## config.mk

```make
export PLATFORM = sky130hd
export DESIGN_NAME = lcb_enable_ctrl
export DESIGN_NICKNAME = d
export VERILOG_FILES = /design/src/rtl/lcb_enable_ctrl.sv
export SDC_FILE = /design/constraint.sdc
export NUM_CORES = 1
export LEC_CHECK = 0
export ABC_AREA = 1
export CAP_MARGIN = 20
export CORE_MARGIN = 1
export CORE_UTILIZATION = 30
export CTS_BUF_LIST = sky130_fd_sc_hd__clkbuf_16
export CTS_CLUSTER_DIAMETER = 60
export DETAILED_ROUTE_END_ITERATION = 12
export PLACE_DENSITY = 0.45
export SYNTH_ARGS = -nofsm -noshare
export SYNTH_HDL_FRONTEND = slang
export SYNTH_SLANG_ARGS = --single-unit
```

## constraint.sdc

```tcl
create_clock -name iccad_clk -period 2.4 [get_ports iccad_clk]
set_clock_uncertainty 0.2 [all_clocks]
set_input_delay 0.48 -clock iccad_clk [delete_from_list [all_inputs] [get_ports iccad_clk]]
set_output_delay 0.48 -clock iccad_clk [all_outputs]
set_load 0.03 [all_outputs]
```

## src/rtl/lcb_enable_ctrl.sv

```systemverilog
// lcb_enable_ctrl: wakes a gated LCB on demand and round-robin grants its flop bank to NREQ requesters.
// Optional macro LCB_IDLE_TIMEOUT_EN: IDLE waits IDLE_CYC quiet cycles before turning the LCB off.
module lcb_enable_ctrl #(
    parameter int NREQ     = 4,
    parameter int WAKE_CYC = 2,
    parameter int IDLE_CYC = 8,
    parameter int HOLD_MAX = 16
) (
    input  logic            iccad_clk,
    input  logic            iccad_rst_n,
    input  logic [NREQ-1:0] req,
    output logic [NREQ-1:0] gnt,
    output logic            lcb_en,
    output logic            busy
);
    localparam int MAX_WH = (WAKE_CYC > HOLD_MAX) ? WAKE_CYC : HOLD_MAX;
    localparam int MAXC   = (MAX_WH > IDLE_CYC) ? MAX_WH : IDLE_CYC;
    localparam int CW     = $clog2(MAXC + 1);
    localparam int PW     = $clog2(NREQ);

    typedef enum logic [1:0] {OFF, WAKE, GRANT, IDLE} state_t;

    state_t          state_q, state_d;
    logic [CW-1:0]   cnt_q, cnt_d;
    logic [PW-1:0]   ptr_q, ptr_d;
    logic [NREQ-1:0] gnt_q, gnt_d;
    logic            lcb_en_q, busy_q;
    logic [NREQ-1:0] win;
    logic [PW-1:0]   win_idx, idx;
    logic            found;

    // Round-robin search starts just past the last owner, so the owner itself is tried last.
    always_comb begin
        win     = '0;
        win_idx = ptr_q;
        idx     = '0;
        found   = 1'b0;
        for (int i = 1; i <= NREQ; i++) begin
            idx = PW'((int'(ptr_q) + i) % NREQ);
            if (!found && req[idx]) begin
                found    = 1'b1;
                win      = '0;
                win[idx] = 1'b1;
                win_idx  = idx;
            end
        end
    end

    // One counter serves wake, hold and idle timing since those phases never overlap.
    always_comb begin
        state_d = state_q;
        cnt_d   = cnt_q;
        ptr_d   = ptr_q;
        gnt_d   = gnt_q;
        case (state_q)
            OFF: begin
                if (|req) begin
                    state_d = WAKE;
                    cnt_d   = CW'(1);
                end
            end
            WAKE: begin
                if (cnt_q != CW'(WAKE_CYC)) begin
                    cnt_d = cnt_q + CW'(1);
                end else if (|req) begin
                    state_d = GRANT;
                    gnt_d   = win;
                    ptr_d   = win_idx;
                    cnt_d   = CW'(1);
                end else begin
                    state_d = IDLE;
                    cnt_d   = CW'(1);
                end
            end
            GRANT: begin
                if (|(req & gnt_q)) begin
                    if (cnt_q == CW'(HOLD_MAX) && |(req & ~gnt_q)) begin
                        gnt_d = win;
                        ptr_d = win_idx;
                        cnt_d = CW'(1);
                    end else if (cnt_q != CW'(HOLD_MAX)) begin
                        cnt_d = cnt_q + CW'(1);
                    end
                end else if (|req) begin
                    gnt_d = win;
                    ptr_d = win_idx;
                    cnt_d = CW'(1);
                end else begin
                    state_d = IDLE;
                    gnt_d   = '0;
                    cnt_d   = CW'(1);
                end
            end
            IDLE: begin
                if (|req) begin
                    state_d = GRANT;
                    gnt_d   = win;
                    ptr_d   = win_idx;
                    cnt_d   = CW'(1);
                end else begin
`ifdef LCB_IDLE_TIMEOUT_EN
                    state_d = (cnt_q == CW'(IDLE_CYC)) ? OFF : IDLE;
                    cnt_d   = (cnt_q == CW'(IDLE_CYC)) ? '0 : cnt_q + CW'(1);
`else
                    state_d = OFF;
                    cnt_d   = '0;
`endif
                end
            end
            default: state_d = OFF;
        endcase
    end

    always_ff @(posedge iccad_clk or negedge iccad_rst_n) begin
        if (!iccad_rst_n) begin
            state_q  <= OFF;
            cnt_q    <= '0;
            ptr_q    <= PW'(NREQ - 1);
            gnt_q    <= '0;
            lcb_en_q <= 1'b0;
            busy_q   <= 1'b0;
        end else begin
            state_q  <= state_d;
            cnt_q    <= cnt_d;
            ptr_q    <= ptr_d;
            gnt_q    <= gnt_d;
            lcb_en_q <= (state_d != OFF);
            busy_q   <= (state_d != OFF);
        end
    end

    assign gnt    = gnt_q;
    assign lcb_en = lcb_en_q;
    assign busy   = busy_q;
endmodule

```

# After elaboration in Yosys (flattened, before gate mapping)
# Index checks and enable logic that the tools add are counted.
# totals
input_bits	6
output_inout_bits	6
elab_cells	102
ff_bits	14
# op_classes
mux	52
magnitude_cmp	8
reduce_logical	19
addsub	5
eq_ne	10
n_bitwise	3
# op_table
cell	count
$mux W4	9
$mux W2	13
$mux W5	5
$pmux W5 S4	1
$mux W1	13
$lt A2 B3 Y1 const B	4
$pmux W4 S3	1
$reduce_or A4 Y1	3
$and A4 B4 Y4	2
$bmux W1 S2	4
$demux W1 S2	4
$ge A2 B1 Y1 const B	4
$logic_and A1 B1 Y1	8
$pmux W2 S4	1
$pmux W2 S3	1
$add A5 B1 Y5 const B	1
$eq A5 B5 Y1 const B	1
$ne A5 B2 Y1 const B	1
$ne A5 B5 Y1 const B	1
$add A2 B1 Y2 const B	2
$add A2 B2 Y2 const B	2
$eq A2 B2 Y1 const B	2
$ne A2 B2 Y1 const B	2
$ne A4 B4 Y1 const B	1
9 further kinds	11

# Depth between registers and ports, before layout
# depth
word_depth	16
mapped_depth	11
ltp_nobuf	11

# Least setup slack after synthesis
# Ideal clock, no wire load.
# synth_timing
path_type	register to register
start	register ptr_q[0]
end	register gnt_q[3], in the netlist gnt[3]
n_path_buf	0
slack_ns	0.411
setup_time_ns	0.117
synth_period_minus_slack_ns	1.989
t_required_ns	2.083
stages_incl_launch_ff	11
arrival_ns	1.672
path_cell_list	dfstp_2 inv_2 ha_1 nand3_1 nand2_4 inv_2 nor2_1 a21oi_1 nand3_1 nand2_1 nand2_1
# synth_between
elab_chain_len	16
elab_cells_between_ends	51
classes_between	4 x add/sub; 8 x order compare; 29 x mux; 10 x reduce/logical
# synth_rtl
element	line	text
from (decl)	25	logic [PW-1:0] ptr_q, ptr_d;
from (signal assigned)	118	ptr_q <= PW'(NREQ - 1);
from (signal assigned)	125	ptr_q <= ptr_d;
$add A2 B1 Y2	39	idx = PW'((int'(ptr_q) + i) % NREQ);
$bmux W1 S2	40	if (!found && req[idx]) begin
$mux W1 (not written as such)	40	
$mux W1	40	
$logic_not A1 Y1	40	
$logic_and A1 B1 Y1	40	
$mux W1	40	
$logic_not A1 Y1	40	
$logic_and A1 B1 Y1	40	
$mux W1	40	
$logic_not A1 Y1	40	
$logic_and A1 B1 Y1	40	
$mux W4 (*)	40	
$mux W4 (on tied branches)	--	
$mux W4 (on tied branches)	76, 63	
$pmux W4 S3 (*)	55	case (state_q)
to (signal assigned)	126	gnt_q <= gnt_d;
to (decl)	26	logic [NREQ-1:0] gnt_q, gnt_d;
# Every way passes the cells marked *; elsewhere a longest branch is shown, timed or not. The select of a mux whose other input is x is not followed.
# A chain may end at the register's enable or synchronous reset.

# Final worst setup path
# layout_timing
start	register ptr_q[1]
end	register gnt_q[3], in the netlist gnt[3]
# Same word-level chain as after synthesis.

==> run metrics <==
post-route cell area 1568 um^2; Diodes inserted 0; Fin. Hold Viols 0; DR vias 1334; hold crit path type flip-flop to flip-flop; Buf/Inv on CP 3; # resized after CTS 0; largest net degree at the start of global routing 15; Top Ports 12; startpoint of the worst register-to-register path ptr_q[1]; setup TNS 0 ns; CP top delay family flip-flops; GRT overflow 0; most common flop cell mapped by yosys dfrtp_1; Synth area leaders dfrtp_1, nand2_1, ha_1; critical path's largest stage delay 0.52 ns; Worst-path clk slew 0.05 ns; max_cap viols 0; Gate Count Post-Synth 205; CP max stage cell dfstp_2; Die H 67.29 um; vias in the first global route 1258; ANT nets after route 0; Setup WS post-layout 0.3255 ns; crit path DAT 2.01 ns; Max Freq 482.0 MHz; Mapped Nets 220; gr usage total 0.1641; Synth Register Bits 14; Worst Hold Launch gnt[0]; Synth top area share 0.2348; dpl cell area 1489 um^2; Starting Density 0.3151; layout cells sized above 1 0.1022; P per Cell Area 1392 nW/um^2; sequential-to-total area share from yosys stat 0.2759; pre-CTS setup slack 0.08901 ns; hold depth 2; Crit. End Element flip-flop; die extent in x 67.29 um; P_leak 0.8207 nW; most frequent cells after synthesis nand2_1, inv_1, nand3_1, nor2_1, o21ai_0; Sink Count 14; worst slew pin tran 0.3875 ns; Util after Layout 0.3864; Critical Path RT 2.33 ns; final max-slew violation count 0; CTS Buffer Depth 2; post-CTS setup buffers 0; initial antenna violation count 0; DP Wirelength 2.602 mm; Mapped Area 1279 um^2; Hold Crit Endpoint gnt[0]; Cells after DPL 271; Iter 0 DRT Violations 98; drt total wl 3.195 mm; Rel. slew slack 0.7389; CORE AREA 4058 um^2; Peak VDD IR 422.0 uV; status completed; # port buffers 11; Netlist cell types 22; CTS tree done; crit share post-route 0.8644; most frequent cell after synthesis nand2_1; Final GP Congestion 0.8515; number of H-tree levels 1; Reg2Reg Depth 11; synthesized area per cell 6.238 um^2; Post-synth EDFFs 0; first-pass GRT wire length 5.644 mm; total die area 4527 um^2; reg-to-reg endpoint gnt[3]; # hold bufs at CTS 0; CTS root buf clkbuf_16; Yosys top cell by area dfrtp_1; post-synthesis async set-or-reset flop share 1.000; kind of critical path flip-flop to flip-flop; Crit Path Max Fanout 8; worst-path cell chain inv_1 -> ha_1 -> inv_1 -> nand2_2 -> nand2_4 -> inv_2 -> nor2_1 -> a21oi_1 -> nand3_1 -> nand2_1 -> nand2_1; Startpoint Class flip-flop; final setup fails 0; post-DR wirelength/cell 11.62 um; # DRC 0; flop2flop setup slack 0.33 ns; Net count, final 241; min Tclk post-route 2.074 ns; DRT Pass-1 Iters 4; fin cells 275; synth warn 0; num rows 23; CTS Buf Count 3; area growth from synthesis to layout 22.60%; setup repair after global routing missed its margin false; routed vias/inst 4.851; Clk Latency, worst-skew pair 0.24 ns
==> state kept, by name, summed over array words and instances (netlist names) <==
name     cells
gnt          4
cnt_q        5
state_q      2
busy         1
ptr_q        2
==> kinds of logic (layout without fill, tap and decap cells) <==
logic type,after synthesis,count (layout),share of synthesized area
adder cells (fa/ha/maj),9,9,0.08806
flip-flops,14,14,0.2759
AND/OR/NAND/NOR,127,127,0.4344
AO/OA/AOI/OAI,25,25,0.1106
buffers and inverters,30,50,0.09100
==> stage by stage <==
step / total power [mW] / hold slack (ns)
final: 2.182 / 0.3414
after CTS: 2.207 / 0.3441
after global placement: 1.875 / 0.3363
after global routing: 2.441 / 0.3662
after detailed placement: 1.873 / 0.3318
after floorplan: 1.465 / -0.01559
==> cells in the final DEF, fill, tap and decap left out <==
master	n
a21boi_0	3
a21oi_1	4
a31oi_1	1
buf_4	6
clkbuf_16	3
clkdlybuf4s50_1	11
dfrtp_1	12
dfstp_2	2
ha_1	9
inv_1	28
inv_2	2
nand2_1	73
nand2_2	3
nand2_4	1
nand3_1	22
nand4_1	4
nor2_1	17
nor2_2	4
nor2_4	2
nor3_1	1
o211ai_1	2
o21a_1	1
o21ai_0	13
o21ai_1	1
==> report_power, final <==
part | switching [mW] | leakage [nW] | internal [mW]
sequential | 0.0719 | 0.171 | 0.334
clock | 0.0962 | 0.0423 | 0.220
combinational | 0.950 | 0.607 | 0.509
total | 1.12 | 0.821 | 1.06
==> worst min-delay path: stages, from the launching register on <==
cell     delay, ns
dfrtp_1       0.39
nand2_1       0.07
nand2_1       0.06
==> final cells by class <==
class | instances | area (um^2)
multi-input combinational | 161 | 809.5
timing repair buffer | 17 | 155.1
inverter | 29 | 108.9
fill | 448 | 2490
tap | 50 | 62.56
sequential | 14 | 352.8
clock inverter | 1 | 3.754
clock buffer | 3 | 75.07
==> per-layer routing <==
layer | wire [um] | share of wire | global-route usage
met1 | 1691 | 0.53 | 0.2276
met4 | 17 | 0.0053 | 0.02394
met5 | 0 | 0 | 0
met2 | 1377 | 0.43 | 0.2588
met3 | 109 | 0.034 | 0.04223
==> how the worst max path moves through the flow <==
stage             start  endpoint  slack (ns)  depth (start not counted)
3_3_place_gp     req[1]  cnt_q[0]        0.11                          8
2_1_floorplan  ptr_q[0]    gnt[3]        0.41                         10
4_1_cts        ptr_q[1]  ptr_q[1]        0.33                         10
5_1_grt          req[1]  cnt_q[0]         0.1                          8
3_5_place_dp     req[1]    gnt[2]        0.09                          9
6_report       ptr_q[1]    gnt[3]        0.33                         11
Note: power is estimated with default switching activity, not from simulation.
